## src/rtl/spi_master_sequencer.sv

```systemverilog
// SPI master transaction sequencer: one read or write request at a time, framed as
// 7-bit address + rw bit, optional turnaround, then 8 data bits; one-cycle response.
module spi_master_sequencer #(
    parameter int CLK_DIV   = 2,
    parameter int TURN_BITS = 2
) (
    input  logic       clk,
    input  logic       reset,
    input  logic       req_valid,
    output logic       req_ready,
    input  logic       req_rw,
    input  logic [6:0] req_addr,
    input  logic [7:0] req_wdata,
    output logic       rsp_valid,
    output logic [7:0] rsp_rdata,
    output logic       busy,
    output logic       cs,
    output logic       sclk,
    output logic       mosi,
    input  logic       miso
);

    typedef enum logic [2:0] {IDLE, ADDR, TURN, RDATA, WDATA, HOLD, RESP} state_t;

    localparam int HW = (CLK_DIV > 1) ? $clog2(CLK_DIV) : 1;
    localparam int TW = (TURN_BITS > 1) ? $clog2(TURN_BITS) : 1;
    localparam logic [HW-1:0] H_LAST = HW'(CLK_DIV - 1);
    localparam logic [TW-1:0] T_LAST = TW'((TURN_BITS > 0) ? TURN_BITS - 1 : 0);

    state_t        state_r, state_s;
    logic [HW-1:0] hcnt_r, hcnt_s;
    logic          phase_r, phase_s;
    logic [2:0]    bcnt_r, bcnt_s;
    logic [TW-1:0] tcnt_r, tcnt_s;
    logic          rw_r;
    logic [6:0]    addr_r;
    logic [7:0]    wdata_r;
    logic [7:0]    shift_r;

    logic          accept_s, half_end_s, bit_end_s, sample_s, shifting_s, mosi_s;
    logic          rw_cap_s;
    logic [6:0]    addr_cap_s;
    logic [7:0]    wdata_cap_s;

    // Next-state logic: half-period, bit and turnaround counters plus phase sequencing
    always_comb begin
        state_s    = state_r;
        hcnt_s     = hcnt_r;
        phase_s    = phase_r;
        bcnt_s     = bcnt_r;
        tcnt_s     = tcnt_r;
        accept_s   = (state_r == IDLE) && req_ready && req_valid;
        half_end_s = (hcnt_r == H_LAST);
        bit_end_s  = half_end_s && phase_r;
        sample_s   = (state_r == RDATA) && half_end_s && !phase_r;
        case (state_r)
            IDLE: begin
                if (accept_s) begin
                    state_s = ADDR;
                    hcnt_s  = '0;
                    phase_s = 1'b0;
                    bcnt_s  = 3'd0;
                    tcnt_s  = '0;
                end else begin
                    state_s = IDLE;
                end
            end
            ADDR, TURN, RDATA, WDATA: begin
                if (half_end_s) begin
                    hcnt_s  = '0;
                    phase_s = !phase_r;
                end else begin
                    hcnt_s = hcnt_r + HW'(1);
                end
                if (bit_end_s) begin
                    case (state_r)
                        ADDR: begin
                            if (bcnt_r == 3'd7) begin
                                bcnt_s  = 3'd0;
                                state_s = rw_r ? ((TURN_BITS > 0) ? TURN : RDATA) : WDATA;
                            end else begin
                                bcnt_s = bcnt_r + 3'd1;
                            end
                        end
                        TURN: begin
                            if (tcnt_r == T_LAST) begin
                                tcnt_s  = '0;
                                state_s = RDATA;
                            end else begin
                                tcnt_s = tcnt_r + TW'(1);
                            end
                        end
                        default: begin
                            if (bcnt_r == 3'd7) begin
                                bcnt_s  = 3'd0;
                                state_s = HOLD;
                            end else begin
                                bcnt_s = bcnt_r + 3'd1;
                            end
                        end
                    endcase
                end else begin
                    bcnt_s = bcnt_r;
                end
            end
            HOLD: begin
                phase_s = 1'b0;
                if (half_end_s) begin
                    hcnt_s  = '0;
                    state_s = RESP;
                end else begin
                    hcnt_s = hcnt_r + HW'(1);
                end
            end
            RESP:    state_s = IDLE;
            default: state_s = IDLE;
        endcase
    end

    // Serial data for the next cycle; on the accept edge the request inputs feed the first bit
    always_comb begin
        rw_cap_s    = accept_s ? req_rw    : rw_r;
        addr_cap_s  = accept_s ? req_addr  : addr_r;
        wdata_cap_s = accept_s ? req_wdata : wdata_r;
        shifting_s  = (state_s == ADDR) || (state_s == TURN) ||
                      (state_s == RDATA) || (state_s == WDATA);
        case (state_s)
            ADDR:    mosi_s = (bcnt_s == 3'd7) ? rw_cap_s : addr_cap_s[3'd6 - bcnt_s];
            WDATA:   mosi_s = wdata_cap_s[3'd7 - bcnt_s];
            default: mosi_s = 1'b0;
        endcase
    end

    // State, capture and output registers; all pins come straight from flops
    always_ff @(posedge clk) begin
        if (reset) begin
            state_r   <= IDLE;
            hcnt_r    <= '0;
            phase_r   <= 1'b0;
            bcnt_r    <= 3'd0;
            tcnt_r    <= '0;
            rw_r      <= 1'b0;
            addr_r    <= 7'd0;
            wdata_r   <= 8'd0;
            shift_r   <= 8'd0;
            cs        <= 1'b1;
            sclk      <= 1'b0;
            mosi      <= 1'b0;
            req_ready <= 1'b0;
            busy      <= 1'b0;
            rsp_valid <= 1'b0;
            rsp_rdata <= 8'd0;
        end else begin
            state_r <= state_s;
            hcnt_r  <= hcnt_s;
            phase_r <= phase_s;
            bcnt_r  <= bcnt_s;
            tcnt_r  <= tcnt_s;
            if (accept_s) begin
                rw_r    <= req_rw;
                addr_r  <= req_addr;
                wdata_r <= req_wdata;
                shift_r <= 8'd0;
            end else if (sample_s) begin
                shift_r <= {shift_r[6:0], miso};
            end
            cs        <= !shifting_s;
            sclk      <= shifting_s && phase_s;
            mosi      <= mosi_s;
            req_ready <= (state_s == IDLE);
            busy      <= (state_s != IDLE);
            rsp_valid <= (state_s == RESP);
            if (state_s == RESP) begin
                rsp_rdata <= rw_r ? shift_r : 8'h00;
            end
        end
    end

endmodule
```

## config.mk

```make
export PLATFORM = sky130hd
export DESIGN_NAME = spi_master_sequencer
export DESIGN_NICKNAME = d
export VERILOG_FILES = /design/src/rtl/spi_master_sequencer.sv
export SDC_FILE = /design/constraint.sdc
export NUM_CORES = 1
export LEC_CHECK = 0
export CORE_UTILIZATION = 48
export DETAILED_ROUTE_END_ITERATION = 12
export PLACE_DENSITY = 0.75
export SLEW_MARGIN = 30
export SYNTH_ARGS = -nofsm -noshare
export SYNTH_HDL_FRONTEND = slang
export SYNTH_SLANG_ARGS = --single-unit
```

## constraint.sdc

```tcl
create_clock -name clk -period 2.7 [get_ports clk]
set_input_delay 0.54 -clock clk [delete_from_list [all_inputs] [get_ports clk]]
set_output_delay 0.54 -clock clk [all_outputs]
set_load 0.01 [all_outputs]
```

# == Yosys cells after proc, flatten, opt, wreduce, memory -nomap -nowiden ==
# Index checks and enable logic that the tools add are counted.
# classes
addsub,5
order_cmp,2
eq_ne,15
mux,34
reduce_logical,21
# op_table
operator,n
3-bit 2-to-1 mux,10
"3-bit == test, second input constant",6
8-bit 2-to-1 mux,2
"3-bit by 2-bit == test with 1-bit output, second input constant",4
1-bit 2-to-1 mux,12
3-bit one-hot mux with 2 select lines,2
3-bit one-hot mux with 3 select lines,1
"3-bit by 4-bit < comparator with 1-bit output, second input constant",2
7-bit 2-to-1 mux,1
1-bit binary-select mux with 3-bit select,2
"3-bit by 1-bit == test with 1-bit output, second input constant",2
1-bit logical AND,6
3-bit zero test,2
"2-bit inequality test, second input constant",3
1-bit one-hot mux with 2 select lines,3
"3-bit subtractor, first input constant",2
5-bit OR reduction,1
4-bit AND reduction,1
2-bit nonzero test,2
4-bit OR reduction,1
"3-bit by 1-bit adder with 3-bit output, second input constant",1
1-bit logical OR,3
1-bit one-hot mux with 3 select lines,1
3-bit nonzero test,1
other kinds (4),6
# word_totals
reg_bits,47
input_bits,20
output_inout_bits,14
word_cells,93

# == Longest topological paths before layout ==
# logic_depth
ltp_word,10
ltp_mapped,12
mapped_depth_nobuf,12

# == Worst setup path after synthesis ==
# OpenSTA, ideal clock, no wires.
# synth_path
kind,flip-flop to flip-flop
startpoint,register hcnt_r (netlist: half_end_s)
endpoint,register mosi
setup_time_ns,0.075
arrival_time_ns,2.700
required_time_ns,2.625
slack_ns,-0.075
stages_incl_launch_ff,12
path_buffers,1
period_less_slack_ns,2.775
path_cell_list,dfxtp_1 > ha_1 > clkbuf_1 > mux2_1 > a221oi_1 > a21oi_1 > a21o_1 > ha_1 > or3_1 > nand4_1 > nand4_1 > o22ai_1
# synth_via
elab_chain_len,8
elab_cells_between_ends,17
cone_classes,add/sub (2); eq/ne (3); mux (11); reduce/logical (1)
# synth_lines
item,line,text
start: declaration,31,"logic [HW-1:0] hcnt_r, hcnt_s;"
start signal: assignment,155,hcnt_r <= hcnt_s;
1-bit logical AND *,54,bit_end_s = half_end_s && phase_r;
3-bit 2-to-1 mux *,75,if (bit_end_s) begin
3-bit one-hot mux with 2 select lines *,56,case (state_r)
via bcnt_s[1],33,"logic [2:0] bcnt_r, bcnt_s;"
3-bit subtractor,128,ADDR: mosi_s = (bcnt_s == 3'd7) ? rw_cap_s : addr_cap_s[3'd6 - bcnt_s];
1-bit binary-select mux with 3-bit select,128,
1-bit 2-to-1 mux (implied by the code),128,
1-bit 2-to-1 mux,128,
1-bit one-hot mux with 2 select lines *,127,case (state_s)
end signal: assignment,169,mosi <= mosi_s;
end: declaration,19,"output logic mosi,"
# Mark *: on every way through the listed nets, which the timed path passes. The rest lies on a longest branch. The select of a mux whose other input is x is not followed.
# A chain may end at the register's enable or synchronous reset.

# == Worst setup path in the final report ==
# layout_path
startpoint,register phase_r
endpoint,register mosi
# layout_via
elab_chain_len,8
elab_cells_between_ends,16
cone_classes,add/sub (2); eq/ne (3); mux (10); reduce/logical (1)
# layout_lines
item,line,text
start: declaration,32,"logic phase_r, phase_s;"
start signal: assignment,156,phase_r <= phase_s;
1-bit logical AND *,54,
3-bit 2-to-1 mux,75,
3-bit one-hot mux with 2 select lines,56,
3-bit subtractor,128,
1-bit binary-select mux with 3-bit select,128,
1-bit 2-to-1 mux (implied by the code),128,
1-bit 2-to-1 mux,128,
1-bit one-hot mux with 2 select lines *,127,
# Every way passes the cells marked *; elsewhere a longest branch is shown, timed or not. The select of a mux whose other input is x is not followed.

==> results.sh <==
export IMPL_maxSlewHeadroom_pct=46.5
export IMPL_io_buffers=33
export IMPL_cts_tree="done"
export IMPL_clock_path_buffers=2
export IMPL_ys_flop_type="dfxtp_1"
export IMPL_worst_slew_pin_slew_ns=0.799
export IMPL_synth_area_leaders="dfxtp_1 (44%), mux2i_1 (7.4%), nand2_1 (5.4%)"
export IMPL_synth_top_area_cell="dfxtp_1"
export IMPL_ios=34
export IMPL_cts_clk_slew_worst_paths_ns=0.09
export IMPL_postCtsSetupBuffers=0
export IMPL_cpLargestDelayFamily="compound AO/OA/AOI/OAI gates"
export IMPL_synth_commonest_cells="dfxtp_1 (47), nand2_1 (31), nor2_1 (22)"
export IMPL_fp_dieArea_um2=4760
export IMPL_grt_setup_unrepaired="no"
export IMPL_leakagePower_uw=0.00101
export IMPL_routed_via_density=5.55
export IMPL_maxCapViolations=0
export IMPL_synth_seq_area_share_pct=43.7
export IMPL_antenna_found_initial=0
export IMPL_dp_cells=328
export IMPL_drive_gt1_share_pct=11.9
export IMPL_grt_pass1_vias=1688
export IMPL_wl_per_cell_um=13.6
export IMPL_ys_warn_count=0
export IMPL_routed_wl_mm=4.55
export IMPL_final_hold_viol_count=0
export IMPL_crit_path_end_kind="flip-flop"
export IMPL_dr_pass1_iters=4
export IMPL_finClkSkew_ns=0.00786
export IMPL_grt_usage_pct=22.3
export IMPL_syn_cell_area_um2=2150
export IMPL_setup_viol=0
export IMPL_die_h_um=69.0
export IMPL_crit_cells=9
export IMPL_synthToLayoutAreaGrowth_pct=26.5
export IMPL_cpPeakStageDelay_ns=0.38
export IMPL_htreeDepth=2
export IMPL_synth_area_per_cell_um2=8.76
export IMPL_power_uw=1300
export IMPL_final_net_count=310
export IMPL_dp_hpwl_mm=3.33
export IMPL_required_ns=2.89
export IMPL_drc=0
export IMPL_run_status="finished, final reports clean"
export IMPL_cp_num_buf_inv=1
export IMPL_grt_remaining_overflow=0
export IMPL_final_min_clock_period_ns=2.50
export IMPL_cp_start_kind="flip-flop"
export IMPL_rows=23
export IMPL_core_area_um2=4140
export IMPL_gp_congestion=0.850
export IMPL_diodes=0
export IMPL_crit_type="reg -> reg"
export IMPL_r2r_cells=9
export IMPL_critPathSlowestCell="dfxtp_2"
export IMPL_drtAntennaViolNets=0
export IMPL_drv_slew=0
export IMPL_cp_max_fo=11
export IMPL_ys_ff_latch=47
export IMPL_cts_sinks=47
export IMPL_start_util_pct=52.0
export IMPL_die_x_um=69.0
export IMPL_max_freq_mhz=400
export IMPL_clockRootBuffer="clkbuf_8"
export IMPL_synth_cell_types=45
export IMPL_grt_pass1_wl_mm=7.55
export IMPL_async_flop_share_pct=0
export IMPL_synth_edf_count=0
export IMPL_power_per_cell_area_nw_per_um2=478
export IMPL_drtIter0Drc=89
export IMPL_syn_inst=246
export IMPL_synth_fp_nets=271
export IMPL_clock_latency_ns=0.31
export IMPL_worstHoldPathCells=2
export IMPL_cp_data_arrival_time_ns=2.69
export IMPL_yosysMostFrequentCell="dfxtp_1"
export IMPL_vias=1865
export IMPL_yosysTopAreaCellShare_pct=43.7
export IMPL_period_share_pct=92.6
export IMPL_path_cells="ha_1, buf_4, nor2b_1, mux2_2, a211o_1, a211oi_1, o21ai_1, a32oi_1, o22ai_1"
export IMPL_grt_max_degree=30
export IMPL_instances_no_fill=336
export IMPL_numCtsBuffers=5
export IMPL_hold_path_class="reg -> reg"
export IMPL_max_vdd_ir_drop_mv=0.270
-- state kept, by name, summed over array words and instances (netlist names) --
| register | count |
|---|---|
| rsp_rdata | 8 |
| rw_r | 1 |
| wdata_r | 8 |
| tcnt_r | 1 |
| mosi | 1 |
| busy | 1 |
| req_ready | 1 |
| shift_r | 8 |
| cs | 1 |
| addr_r | 7 |
| half_end_s | 1 |
| phase_r | 1 |
| bcnt_r | 3 |
| sclk | 1 |
| rsp_valid | 1 |
| state_r | 3 |
-- where the power goes --
group	total [uW]	internal [uW]	switching (uW)	leakage, uW
combinational	128	65.5	62.4	0.000578
clock	455	209	246	0.0000474
sequential	719	710	9.72	0.000382
-- cells in the final DEF, fill, tap and decap left out, types with 5 or more instances in the layout --
cell	synthesis	routed
nand4_1	5	5
clkbuf_8	0	6
a21oi_1	19	19
nor2_1	22	22
nor3_1	10	10
nand2_1	31	31
o21ai_1	6	6
nor2b_1	8	8
mux2i_1	16	16
clkdlybuf4s50_1	0	33
buf_4	0	14
nand3_1	5	5
dfxtp_1	47	45
a22o_1	8	8
-- final timing paths --
| check | from | to | slack, ns |
|---|---|---|---|
| min reg2reg | wdata_r[7] | wdata_r[7] | 0.46 |
| max reg2reg | phase_r | mosi | 0.20 |
| min | wdata_r[7] | wdata_r[7] | 0.46 |
| max | phase_r | mosi | 0.20 |
-- final cells by class --
type	count	area, um2
clock inverter	2	16.3
timing repair buffer	47	435
tap	50	62.6
sequential	47	943
multi-input combinational	178	1160
fill	376	1420
clock buffer	6	82.6
inverter	6	22.5
-- what timing repair did --
item	in CTS	in global routing
endpoints found under the setup margin	0	1
gates resized for setup	0	5
hold buffers	0	0
-- worst reg2reg max path: stages (launching register included) --
cell and delay [ns]:
dfxtp_2 0.38, ha_1 0.20, buf_4 0.18, nor2b_1 0.15, mux2_2 0.38, a211o_1 0.38, a211oi_1 0.28, o21ai_1 0.10
a32oi_1 0.23, o22ai_1 0.11
-- logic make-up (layout without fill, tap and decap cells) --
logic type	count (synthesis)	after routing	synth area share, %
AND/OR/NAND/NOR	95	95	21.6
AO/OA/AOI/OAI	59	59	18.5
flip-flops	47	47	43.7
buffers and inverters	21	61	3.77
multiplexers	19	19	9.52
adder cells (fa/ha/maj)	5	5	2.90
-- routing by layer --
layer	track usage [%]	vias to the layer above	routed length [um]	share of wire, %
li1	-	959	-	-
met1	29.1	868	2220	49
met2	34.7	31	2140	47
met3	3.95	7	100	2.2
met4	12.0	0	89	2.0
met5	0	-	0	0
-- per-stage QoR --
step	hold WS (ns)	area (um2)	util, %	setup slack [ns]	TNS (ns)
6_report	0.462	2730	65.8	0.201	0
5_1_grt	0.488	2730	65.8	0.0596	0
4_1_cts	0.464	2700	65.1	0.0391	0
3_5_place_dp	0.451	2600	62.7	-0.0765	-0.0765
3_3_place_gp	0.445	2600	62.7	-0.0307	-0.0307
2_1_floorplan	0.436	2160	-	0.0198	0
No activity file was read; power rests on OpenSTA's default activity.
